[src/rtl/fetch_decode_stage.sv]
// Decode stage behind the instruction fetcher: selects one RV64I instruction from the fetched
// cache word, decodes its fields and immediate, and registers the result for execute.
module fetch_decode_stage #(
  parameter int ADDR_W = 64,
  parameter int WORD_W = 64
) (
  input  logic              clk,
  input  logic              reset,
  input  logic              fetcher_done,
  input  logic [WORD_W-1:0] instruction_in,
  input  logic [ADDR_W-1:0] address_in,
  output logic              fetch_ack,
  input  logic              flush,
  input  logic              decode_ready,
  output logic              decode_valid,
  output logic [ADDR_W-1:0] pc_out,
  output logic [31:0]       instr_out,
  output logic [6:0]        opcode,
  output logic [4:0]        rd,
  output logic [2:0]        funct3,
  output logic [4:0]        rs1,
  output logic [4:0]        rs2,
  output logic [6:0]        funct7,
  output logic [ADDR_W-1:0] imm,
  output logic              illegal
);

  typedef enum logic {IDLE, VALID} state_t;

  localparam logic [6:0] OP_LOAD   = 7'b0000011;
  localparam logic [6:0] OP_IMM    = 7'b0010011;
  localparam logic [6:0] OP_IMM32  = 7'b0011011;
  localparam logic [6:0] OP_JALR   = 7'b1100111;
  localparam logic [6:0] OP_SYSTEM = 7'b1110011;
  localparam logic [6:0] OP_STORE  = 7'b0100011;
  localparam logic [6:0] OP_BRANCH = 7'b1100011;
  localparam logic [6:0] OP_LUI    = 7'b0110111;
  localparam logic [6:0] OP_AUIPC  = 7'b0010111;
  localparam logic [6:0] OP_JAL    = 7'b1101111;
  localparam logic [6:0] OP_REG    = 7'b0110011;
  localparam logic [6:0] OP_REG32  = 7'b0111011;
  localparam logic [6:0] OP_FENCE  = 7'b0001111;

  state_t            state, state_next;
  logic              capture;
  logic              load;
  logic [31:0]       instr_sel;
  logic [ADDR_W-1:0] imm_dec;
  logic              illegal_dec;

  assign instr_sel = address_in[2] ? instruction_in[63:32] : instruction_in[31:0];

  // The ack cycle blocks a second capture while the fetcher still holds fetcher_done.
  assign capture = fetcher_done && !fetch_ack && (state == IDLE || decode_ready);
  assign load    = capture && !flush;

  // NOTE: every always_comb output gets a default first so no path leaves it unassigned (no latch).
  always_comb begin
    imm_dec     = '0;
    illegal_dec = 1'b0;
    unique case (instr_sel[6:0])
      OP_LOAD, OP_IMM, OP_IMM32, OP_JALR, OP_SYSTEM:
        imm_dec = {{(ADDR_W-12){instr_sel[31]}}, instr_sel[31:20]};
      OP_STORE:
        imm_dec = {{(ADDR_W-12){instr_sel[31]}}, instr_sel[31:25], instr_sel[11:7]};
      OP_BRANCH:
        imm_dec = {{(ADDR_W-13){instr_sel[31]}}, instr_sel[31], instr_sel[7],
                   instr_sel[30:25], instr_sel[11:8], 1'b0};
      OP_LUI, OP_AUIPC:
        imm_dec = {{(ADDR_W-32){instr_sel[31]}}, instr_sel[31:12], 12'b0};
      OP_JAL:
        imm_dec = {{(ADDR_W-21){instr_sel[31]}}, instr_sel[31], instr_sel[19:12],
                   instr_sel[20], instr_sel[30:21], 1'b0};
      OP_REG, OP_REG32, OP_FENCE:
        imm_dec = '0;
      default:
        illegal_dec = 1'b1;
    endcase
  end

  always_comb begin
    state_next = state;
    if (flush) begin
      state_next = IDLE;
    end else begin
      unique case (state)
        IDLE:    if (capture) state_next = VALID;
        VALID:   if (decode_ready) state_next = capture ? VALID : IDLE;
        default: state_next = IDLE;
      endcase
    end
  end

  // NOTE: sequential state uses non-blocking assignments so all registers update from pre-edge values.
  always_ff @(posedge clk or negedge reset) begin
    if (!reset) begin
      state     <= IDLE;
      fetch_ack <= 1'b0;
    end else begin
      state     <= state_next;
      fetch_ack <= capture;
    end
  end

  // NOTE: the output data registers are reset too, because downstream sees zeros out of reset.
  always_ff @(posedge clk or negedge reset) begin
    if (!reset) begin
      pc_out    <= '0;
      instr_out <= '0;
      imm       <= '0;
      illegal   <= 1'b0;
    end else if (load) begin
      pc_out    <= address_in;
      instr_out <= instr_sel;
      imm       <= imm_dec;
      illegal   <= illegal_dec;
    end
  end

  assign decode_valid = (state == VALID);
  assign opcode       = instr_out[6:0];
  assign rd           = instr_out[11:7];
  assign funct3       = instr_out[14:12];
  assign rs1          = instr_out[19:15];
  assign rs2          = instr_out[24:20];
  assign funct7       = instr_out[31:25];

endmodule

[config.mk]
export PLATFORM = sky130hd
export DESIGN_NAME = fetch_decode_stage
export DESIGN_NICKNAME = d
export VERILOG_FILES = /design/src/rtl/fetch_decode_stage.sv
export SDC_FILE = /design/constraint.sdc
export NUM_CORES = 1
export LEC_CHECK = 0
export BUFFER_PORTS_ARGS = -buffer_cell sky130_fd_sc_hd__buf_2
export CAP_MARGIN = 15
export CORE_AREA = 3 3 126 128
export DETAILED_ROUTE_END_ITERATION = 7
export DIE_AREA = 0 0 129 131
export PLACE_DENSITY = 0.76
export SETUP_SLACK_MARGIN = 0.02
export SYNTH_ARGS = -nofsm -noshare
export SYNTH_HDL_FRONTEND = slang
export SYNTH_SLANG_ARGS = --single-unit
export TNS_END_PERCENT = 10
[constraint.sdc]
create_clock -name clk -period 4.3 [get_ports clk]
set_input_delay 1.29 -clock clk [delete_from_list [all_inputs] [get_ports clk]]
set_output_delay 1.29 -clock clk [all_outputs]
set_load 0.005 [all_outputs]
* Word level (Yosys, flattened, before mapping)
Cells that the tools add are included.
** Word-level totals
- Memory bits (read-only) :: 0
- Latch bits :: 0
- Word-level logic and storage cells :: 36
- Register bits after elaboration :: 163
- Output and inout bits :: 195
- Input port bits :: 133
- Memories :: 0
- RAM bits :: 0
** Operators by class
- Muxes and demuxes :: 7
- $lt $le $gt $ge :: 0
- Equal/unequal tests :: 13
- Multiply operators :: 0
- Shift-type cells :: 0
- Divide/modulo/power cells :: 0
- Add/subtract/negate cells :: 0
- Reduce and logical (&&, ||, !) cells :: 9
- Bitwise gates (word level) :: 1
** Operators with widths (number)
- $pmux W64 S5 :: 1
- $mux W32 :: 1
- $eq A7 B6 Y1 const B :: 4
- $eq A7 B7 Y1 const B :: 4
- $eq A7 B5 Y1 const B :: 3
- $reduce_or A13 Y1 :: 1
- $eq A7 B2 Y1 const B :: 1
- $eq A7 B4 Y1 const B :: 1
- $reduce_or A5 Y1 :: 1
- $mux W1 :: 4
- $logic_and A1 B1 Y1 :: 3
- $logic_not A1 Y1 :: 2
- $pmux W1 S2 :: 1
- $reduce_or A2 Y1 :: 1
- $logic_or A1 B1 Y1 :: 1
- $not A1 Y1 :: 1

* Longest topological paths before layout
Gate-level depths: netlist (run 1).
- Depth in word-level cells :: 7
- Gate-level depth with buffers :: 8
- Gate-level depth less buffers :: 5

* Worst setup path after synthesis (run 1)
Ideal clock, no wire load.
- Path kind :: in2reg
- Start point :: input port address_in[2]
- End point :: register imm[30]
- Data arrival time :: 2.670 ns
- Path buffers :: 3
- Data required time :: 4.218 ns
- Setup slack :: 1.547 ns
- Setup time :: 0.082 ns
- Stages on the path :: 8
- Cell sequence :: buf_6 mux2i_2 clkbuf_4 a21oi_1 a311oi_2 o21ai_2 buf_6 a22oi_2
** Between the ends
- Cells in the longest elaborated chain, start to end :: 4
- Elaborated cells on any way between the ends :: 14
- Classes of those cells :: eq/ne: 10; mux: 2; reduce/logical: 2
** Ends and longest elaborated chain
- from (decl) :: line 11 : input logic [ADDR_W-1:0] address_in,
- $mux W32 * :: line 51 : assign instr_sel = address_in[2] ? instruction_in[63:32] : instruction_in[31:0];
- $eq A7 B2 Y1, or another cell as far along :: line 61 : unique case (instr_sel[6:0])
- $reduce_or A5 Y1 or $reduce_or A2 Y1 (tied branches)
- $pmux W64 S5 * :: line 61
- to (signal assigned) :: line 115 : imm <= imm_dec;
- to (decl) :: line 24 : output logic [ADDR_W-1:0] imm,
Mark *: on every way between the ends. The rest lies on a longest branch, timed or not.
A chain may end at the register's enable or synchronous reset.

* Worst setup path after layout (run 1)
- Start point :: input port address_in[2]
- End point :: register imm[23]
Same word-level chain as after synthesis.

==> metrics.txt, run 1 <==
top-area cell type share of the netlist area 0.515; via count 5,569; Row Count 45; TritonCTS clock tree done; syn_area_per_cell 9.27 um2; Crit Path Max Fanout 19; min-delay src pc_out[12]; Startpoint Class input port; post-CTS sizing 0; Pwr Density 445 mW/mm2; Yosys warnings 0; cells after synthesis 686; fmax 304 MHz; sequential area share after synthesis 0.515; Post-synth EDFFs 0; maximum vdd drop 257 uV; Post-CTS Hold Fix Bufs 0; Die ar. 0.0169 mm2; DRT antenna net count 0; Core Box Area 0.0150 mm2; Setup crit end kind flip-flop; Min Clock Period, post-route 3290 ps; clock root cell clkbuf_16; Pleak 4.60 nW; GR Overflow Total 0; status complete, no violations; Num CTS Buffers 17; most frequent cells in the layout buf_2, nand2_1, dfrtp_1, o21ai_0, nor2_1; FF+latch count, synth 131; R2R setup slack 2370 ps; detailed placement HPWL 13.5 mm; layout cells sized above 1 0.425; Syn Nets 819; Initial Util 0.425; WS Path Type in -> reg; Async SR Flop Fraction 1.00; Slew headroom 0.495; DRC 0; largest cells by area after synthesis dfrtp_1, nand2_1, buf_4, mux2i_1, o21ai_0; detailed-route wire length per cell 15.7 um; die outline width 129 um; DR vias/cell 4.88; n_diodes 0; Layout Nets 1,076; WP data arrival 3540 ps; Port Buffers 327; Final Skew 5.00 ps; Synth area leader dfrtp_1; Clock transition at path regs 60 ps; drt pass-1 iters 5; r2r endpoint imm[23]; Global Route Usage Sum 0.202; vias in the first global route 5,072; initial antenna violation count 0; Setup violations, final 0; clock sinks 131; setup_tns 0 ps; final hold viol count 0; RSZ-0062 raised after global routing no; io pins 328; deepest clock path buffer count 2; end of the worst hold path pc_out[12]; worst hold path depth 2; Final Cycle Share 0.764; Critical Path RT 4560 ps; Max Cap Viol 0; synth unique cells 50; drt total wl 18.0 mm; Placer Congestion 0.872; Layout area overhead 29.4%; post-CTS setup repair buffer count 0; die height 131 um; Tightest Pin Transition 757 ps; H-Tree Level Count 4; final worst setup slack 1010 ps; Critical R2R Launch fetch_ack; DP Worst Slack 597 ps; largest net degree at the start of global routing 91; commonest non-fill, non-tap cell in the layout buf_2; Initial DRC Count 240; Clk Latency, worst-skew pair 410 ps; Cell Area, Synth 0.00636 mm2; Hold Path Class reg -> reg; FF-to-FF path depth 6; Post-synth top flop dfrtp_1; Final Max Tran Viols 0; first-pass GRT wire length 26.8 mm
[worst max-delay path by stage]
stage / end / cells past startpoint / start
global route: imm[20] / 7 / address_in[2]
CTS: imm[20] / 7 / address_in[2]
finish: imm[23] / 7 / address_in[2]
global placement: imm[25] / 7 / address_in[2]
detailed placement: imm[23] / 7 / address_in[2]
floorplan: imm[30] / 8 / address_in[2]
[cells in the mapped netlist (2+ instances only)]
cell and count:
buf_6 3, buf_2 4, dfrtp_1 131, buf_4 65, mux2i_2 2, o21ai_0 37, a31oi_1 10, mux2i_1 21
a21oi_1 6, and3b_1 2, clkbuf_1 23, nor2b_1 2, or3_1 5, o211ai_1 4, nand2_1 274, o31a_1 4
nand3_1 2, o22ai_2 2, a22oi_1 4, mux2i_4 2, mux2_2 11, and3_1 2, a22oi_2 11, nand2b_1 9
nor2_1 25
[sequential cells by signal (all words and copies together) (netlist names)]
| signal | count |
|---|---|
| decode_valid | 1 |
| illegal | 1 |
| pc_out | 64 |
| imm | 32 |
| instr_out | 32 |
| fetch_ack | 1 |
[metal layers]
layer | part of all wire | global-route usage | up-vias
met5 | 0 | 0 | -
met4 | 0.014 | 0.0624 | 0
met3 | 0.074 | 0.0504 | 21
met2 | 0.51 | 0.350 | 245
met1 | 0.41 | 0.250 | 2605
li1 | - | - | 2698
[report_power, final]
group          total [mW]  leakage [nW]  internal, mW  switching (mW)
Combinational       0.777          2.68         0.364           0.413
Sequential           1.57          1.66          1.44           0.129
Clock                1.31         0.258         0.798           0.513
[critical path, stage by stage]
cell,delay [ps]
buf_2,250
buf_4,350
mux2i_1,570
or3_4,270
o31ai_4,60
a21oi_2,580
a22oi_2,170
[stage by stage]
step / utilization / power, mW / hold WS (ps) / area [um2] / cells
after floorplan: - / 2.01 / 470 / 6360 / 686
after global placement: 0.514 / 2.36 / 452 / 7700 / 1112
after detailed placement: 0.514 / 2.38 / 456 / 7700 / 1112
after CTS: 0.550 / 3.71 / 471 / 8230 / 1142
after global routing: 0.550 / 3.87 / 486 / 8230 / 1142
final: 0.550 / 3.66 / 467 / 8230 / 1142
[cell type report]
type                    count  area [um2]
multi-input cells         457        2440
flip-flops and latches    131        3280
repair buffers            336        1750
well taps                 188         235
clock buffers              20         447
fillers                  1400        6750
clock inverters            10        86.3
[logic make-up (layout without fill, tap and decap cells)]
family / Yosys count / in the layout / synth area share
and+or+nand+nor: 330 / 330 / 0.209
DFF: 131 / 131 / 0.515
buffers and inverters: 98 / 366 / 0.104
AOI/OAI and AO/OA: 90 / 90 / 0.106
muxes: 37 / 37 / 0.0663
(Power assumes the default switching activity.)
==> run 2: changes to the inputs <==
--- a/config.mk
+++ b/config.mk
@@ -7,9 +7,10 @@
 export LEC_CHECK = 0
 export BUFFER_PORTS_ARGS = -buffer_cell sky130_fd_sc_hd__buf_2
 export CAP_MARGIN = 15
-export CORE_AREA = 3 3 126 128
+export CORE_ASPECT_RATIO = 1.5
+export CORE_MARGIN = 3
+export CORE_UTILIZATION = 41
 export DETAILED_ROUTE_END_ITERATION = 7
-export DIE_AREA = 0 0 129 131
 export PLACE_DENSITY = 0.76
 export SETUP_SLACK_MARGIN = 0.02
 export SYNTH_ARGS = -nofsm -noshare
==> constraint.sdc (replaced) <==
create_clock -name clk -period 2.7 [get_ports clk]
set_input_delay 0.81 -clock clk [delete_from_list [all_inputs] [get_ports clk]]
set_output_delay 0.81 -clock clk [all_outputs]
set_load 0.005 [all_outputs]
==> metrics.txt, run 2 (synthesis results as in run 1) <==
status complete, no violations (unchanged); Setup violations, final 0 (unchanged); final hold viol count 0 (unchanged); Num CTS Buffers 17 (unchanged); Tightest Pin Transition 797 ps (was 757 ps); TritonCTS clock tree done (unchanged); n_diodes 0 (unchanged); placed cells 1,143 (was 1,112); detailed-route wire length per cell 15.7 um (about the same); Combinational Power Share 0.206 (was 0.212); met3 WL 1.08 mm (was 1.33 mm); Pleak 4.75 nW (was 4.60 nW); final hold slack 357 ps (was 467 ps); Initial Util 0.420 (was 0.425); WL met2 10.0 mm (was 9.12 mm); io pins 328 (unchanged); Crit Path Max Fanout 13 (was 19); Slew headroom 0.469 (was 0.495); Row Count 55 (was 45); Startpoint Class input port (unchanged); Largest stage delay, worst path 600 ps (was 580 ps); Placer Congestion 0.903 (was 0.872); CP Cell Sequence buf_2 > buf_4 > mux2i_2 > buf_4 > or3_4 > o31ai_4 > a21oi_2 > a22oi_2 (was buf_2 > buf_4 > mux2i_1 > or3_4 > o31ai_4 > a21oi_2 > a22oi_2); Pwr Density 727 mW/mm2 (was 445 mW/mm2); met1 WL 6.87 mm (was 7.28 mm); WS Path Type in -> reg (unchanged); Seq pwr share 0.404 (was 0.429); Slowest-stage cell, CP a21oi_2 (unchanged); Layout Nets 1,096 (was 1,076); maximum vdd drop 377 uV (was 257 uV); most used cell, CP buf_4; Final Cycle Share 0.885; DP Worst Slack -121 ps (was 597 ps); drt total wl 18.5 mm (was 18.0 mm); WP data arrival 2640 ps (was 3540 ps); post-CTS setup repair buffer count 0 (unchanged); Hold Path Class in -> async (was reg -> reg); Clock transition at path regs 60 ps (about the same); DRT antenna net count 0 (unchanged); Core Box Area 0.0151 mm2 (was 0.0150 mm2); Initial DRC Count 314 (was 240); via count 5,656 (was 5,569); post-CTS sizing 0 (unchanged); final worst setup slack 312 ps (was 1010 ps); Min Clock Period, post-route 2390 ps; Layout area overhead 33.9% (was 29.4%); drt pass-1 iters 6 (was 5); vias in the first global route 5,326 (was 5,072); Post-CTS Hold Fix Bufs 0 (unchanged); initial antenna violation count 0 (unchanged); RSZ-0062 raised after global routing no (unchanged); Layout Cells excl Fill 1,174 (was 1,142); final core utilization 0.563 (was 0.550); first-pass GRT wire length 27.8 mm (was 26.8 mm); max layer used met4 (unchanged); Port Buffers 327 (unchanged); Global Route Usage Sum 0.209 (was 0.202); net switching power figure 1.72 mW (was 1.06 mW); deepest clock path buffer count 2 (unchanged); Final Max Tran Viols 0 (unchanged); Pint 4.47 mW (was 2.60 mW); Largest Register pc_out (unchanged); most frequent cells in the layout buf_2, nand2_1, dfrtp_1, o21ai_0, nor2_1 (unchanged); largest net degree at the start of global routing 91 (unchanged); sw frac 0.278 (was 0.288); DR vias/cell 4.82 (was 4.88); fmax 419 MHz; layout cells sized above 1 0.438 (was 0.425); detailed placement HPWL 14.2 mm (was 13.5 mm); Setup crit end kind flip-flop (unchanged); die outline width 108 um (was 129 um); largest registers pc_out: 64 flops, imm: 32 flops, instr_out: 32 flops (unchanged); clock root cell clkbuf_16 (unchanged); Final Skew 6.95 ps (was 5.00 ps); die height 159 um (was 131 um); H-Tree Level Count 4 (unchanged); Critical Path RT 2950 ps (was 4560 ps); Die ar. 0.0171 mm2 (was 0.0169 mm2); Clock Power Share 0.390 (was 0.358); Max Cap Viol 0 (unchanged); GR Overflow Total 0 (unchanged); clock sinks 131 (unchanged); Clk Latency, worst-skew pair 400 ps (was 410 ps); DRC 0 (unchanged); commonest non-fill, non-tap cell in the layout buf_2 (unchanged); Largest register FFs 64 (unchanged)
-- run 2: through the flow --
stage	power, mW	area, um2	TNS [ps]
global placement	3.80	7900	-320
CTS	6.28	8520	0
finish	6.20	8520	0
floorplan	3.20	6360	0
global route	6.55	8520	0
detailed placement	3.84	7900	-1290
-- run 2: routing by layer --
metal | up-vias | track usage
met1 | 2640 | 0.239
met3 | 33 | 0.0381
met2 | 240 | 0.382
met5 | - | 0
li1 | 2743 | -
met4 | 0 | 0.0836
-- run 2: worst paths after layout --
path	from	to	slack (ps)	cells past startpoint
max	address_in[2]	imm[23]	310	8
min	reset	instr_out[27]	360	1
max reg2reg	decode_valid	imm[23]	720	5
min reg2reg	pc_out[8]	pc_out[8]	470	2
max in group asynchronous	reset	pc_out[25]	1700	2
min in group clk	pc_out[8]	pc_out[8]	470	2
-- run 2: power by group through the flow --
stage                     clock [mW]  combinational, mW  sequential (mW)
after floorplan                    0              0.645             2.55
after global placement             0               1.26             2.53
after detailed placement           0               1.30             2.54
after CTS                       2.48               1.30             2.51
after global routing            2.56               1.44             2.55
final                           2.42               1.27             2.50
-- run 2: layout make-up --
cell class	count	area (um2)
Clock inverter	12	180
Tap cell	199	249
Multi-Input combinational cell	457	2440
Clock buffer	19	443
Sequential cell	131	3280
Fill cell	1385	6620
Timing Repair Buffer	356	1940
-- run 2: critical path: cells and delay by family --
family | cells | cell delay, ps
AND/OR/NAND/NOR | 1 | 170
buffers and inverters | 3 | 610
AO/OA/AOI/OAI | 3 | 830
multiplexers | 1 | 210
==> run 3: changes to the inputs <==
==> constraint.sdc (replaced) <==
create_clock -name clk -period 2.7 [get_ports clk]
set_input_delay 0.27 -clock clk [delete_from_list [all_inputs] [get_ports clk]]
set_output_delay 0.27 -clock clk [all_outputs]
set_load 0.005 [all_outputs]
==> metrics.txt, run 3 (synthesis results as in run 1) <==
met1 Use GR 0.242 (was 0.239); Row Count 55 (unchanged); Global Route Usage Sum 0.207 (was 0.209); Port Buffers 327 (unchanged); Placer Congestion 0.883 (was 0.903); detailed-route wire length per cell 15.7 um (about the same); drt pass-1 iters 4 (was 6); placed cells 1,129 (was 1,143); Slew headroom 0.462 (was 0.469); CP Cell Sequence buf_2 > buf_4 > mux2i_2 > buf_4 > or3_4 > o31ai_4 > a21oi_2 > a22oi_2 (unchanged); clock root cell clkbuf_16 (unchanged); WS Path Type in -> reg (unchanged); Seq pwr share 0.419 (was 0.404); Initial Util 0.420 (unchanged); Clock Power Share 0.372 (was 0.390); detailed placement HPWL 13.9 mm (was 14.2 mm); Final Cycle Share 0.745 (was 0.885); io pins 328 (unchanged); worst hold path depth 3; GR Overflow Total 0 (unchanged); die height 159 um (unchanged); DRT antenna net count 0 (unchanged); status complete, no violations (unchanged); Pleak 4.67 nW (was 4.75 nW); R2R setup slack 780 ps (was 720 ps); initial antenna violation count 0 (unchanged); Die ar. 0.0171 mm2 (unchanged); Final Skew 9.35 ps (was 6.95 ps); RSZ-0062 raised after global routing no (unchanged); routing usage on met3 0.0357 (was 0.0381); drt total wl 18.3 mm (was 18.5 mm); Startpoint Class input port (unchanged); Top Usage Layer GRT met2 (unchanged); WP data arrival 2260 ps (was 2640 ps); Crit Path Max Fanout 13 (unchanged); commonest non-fill, non-tap cell in the layout buf_2 (unchanged); deepest clock path buffer count 2 (unchanged); DR vias/cell 4.79 (was 4.82); layout cells sized above 1 0.428 (was 0.438); most frequent cells in the layout buf_2, nand2_1, dfrtp_1, o21ai_0, nor2_1 (unchanged); net switching power figure 1.68 mW (was 1.72 mW); maximum vdd drop 353 uV (was 377 uV); Core Box Area 0.0151 mm2 (unchanged); clock sinks 131 (unchanged); Clock transition at path regs 60 ps (about the same); grt met2 use 0.374 (was 0.382); Slowest-stage cell, CP a21oi_2 (unchanged); Initial DRC Count 361 (was 314); H-Tree Level Count 4 (unchanged); die outline width 108 um (unchanged); DP Worst Slack 271 ps (was -121 ps); most used cell, CP buf_4 (unchanged); n_diodes 0 (unchanged); final core utilization 0.553 (was 0.563); Largest register FFs 64 (unchanged); final worst setup slack 689 ps (was 312 ps); Layout area overhead 31.5% (was 33.9%); Hold Path Class in -> reg (was in -> async); first-pass GRT wire length 27.6 mm (was 27.8 mm); setup_tns 0 ps (unchanged); Layout Cells excl Fill 1,160 (was 1,174); Min Clock Period, post-route 2010 ps (was 2390 ps); fmax 497 MHz (was 419 MHz); Tightest Pin Transition 807 ps (was 797 ps); Final Max Tran Viols 0 (unchanged); sw frac 0.281 (was 0.278); FF-to-FF path depth 5 (unchanged); Max Cap Viol 0 (unchanged); Largest stage delay, worst path 590 ps (was 600 ps); Layout Nets 1,083 (was 1,096); TritonCTS clock tree done (unchanged); final hold viol count 0 (unchanged); r2r endpoint imm[22] (was imm[23]); Critical Path RT 2950 ps (about the same); Largest Register pc_out (unchanged); min-delay src address_in[42]; Num CTS Buffers 17 (unchanged); Clk Latency, worst-skew pair 400 ps (about the same); largest net degree at the start of global routing 91 (unchanged); vias in the first global route 5,330 (was 5,326); Combinational Power Share 0.209 (was 0.206); end of the worst hold path pc_out[42]; Setup violations, final 0 (unchanged); via count 5,562 (was 5,656); largest registers pc_out: 64 flops, imm: 32 flops, instr_out: 32 flops (unchanged); DRC 0 (unchanged); Setup crit end kind flip-flop (unchanged); Pwr Density 716 mW/mm2 (was 727 mW/mm2); Critical R2R Launch fetch_ack (was decode_valid); Pint 4.31 mW (was 4.47 mW)
[run 3: cell count changes in the layout (fill, tap and decap cells not counted), sizes merged]
| cell | previous run | this run |
|---|---|---|
| buf | 356 | 342 |
| bufinv | 4 | 2 |
| clkbuf | 19 | 22 |
| clkinv | 4 | 5 |
| clkinvlp | 2 | 1 |
| dlygate4sd3 | 0 | 1 |
| inv | 2 | 0 |
[run 3: metal layers]
layer	vias to the layer above	share of wire
li1	2719	-
met1	2601	0.38
met2	209	0.54
met3	33	0.055
met4	0	0.028
met5	-	0
[run 3: worst max-delay path, delay by kind of cell]
family | cells | cell delay (ps)
compound gates | 3 | 820
buf+inv | 3 | 760
mux | 1 | 230
simple gates | 1 | 170
[run 3: layout make-up]
type,instances,area (um2)
timing repair buffer,343,1830
clock inverter,8,104
fill,1454,6770
multi-input combinational,457,2440
tap,199,249
sequential,131,3280
clock buffer,22,474
[run 3: worst max path at each step]
stage                       start  slack (ps)  endpoint  cells after the start
floorplan           address_in[2]         970   imm[30]                      8
global placement    address_in[2]         340   imm[27]                      8
detailed placement  address_in[2]         270   imm[28]                      8
CTS                 address_in[2]         720   imm[22]                      8
global route        address_in[2]         570   imm[22]                      8
finish              address_in[2]         690   imm[22]                      8
[run 3: through the flow]
stage	hold slack, ps	power, mW	area [um2]
floorplan	-25.6	3.20	6360
global placement	179	3.78	7780
detailed placement	182	3.81	7780
CTS	35.5	6.08	8370
global route	50.9	6.35	8370
finish	59.4	5.99	8370
[run 3: what timing repair did]
action / CTS / global route
hold buffers: 1 / 0
setup buffers: 0 / 0
endpoints found under the hold margin: 32 / 0
resized for setup: 0 / 0
[run 3: power by group through the flow]
stage                     Combinational, mW  Sequential, mW  Clock [mW]
after CTS                              1.28            2.51        2.29
after detailed placement               1.27            2.54           0
after global routing                   1.41            2.55        2.39
after global placement                 1.24            2.53           0
final                                  1.25            2.51        2.23
after floorplan                       0.645            2.55           0
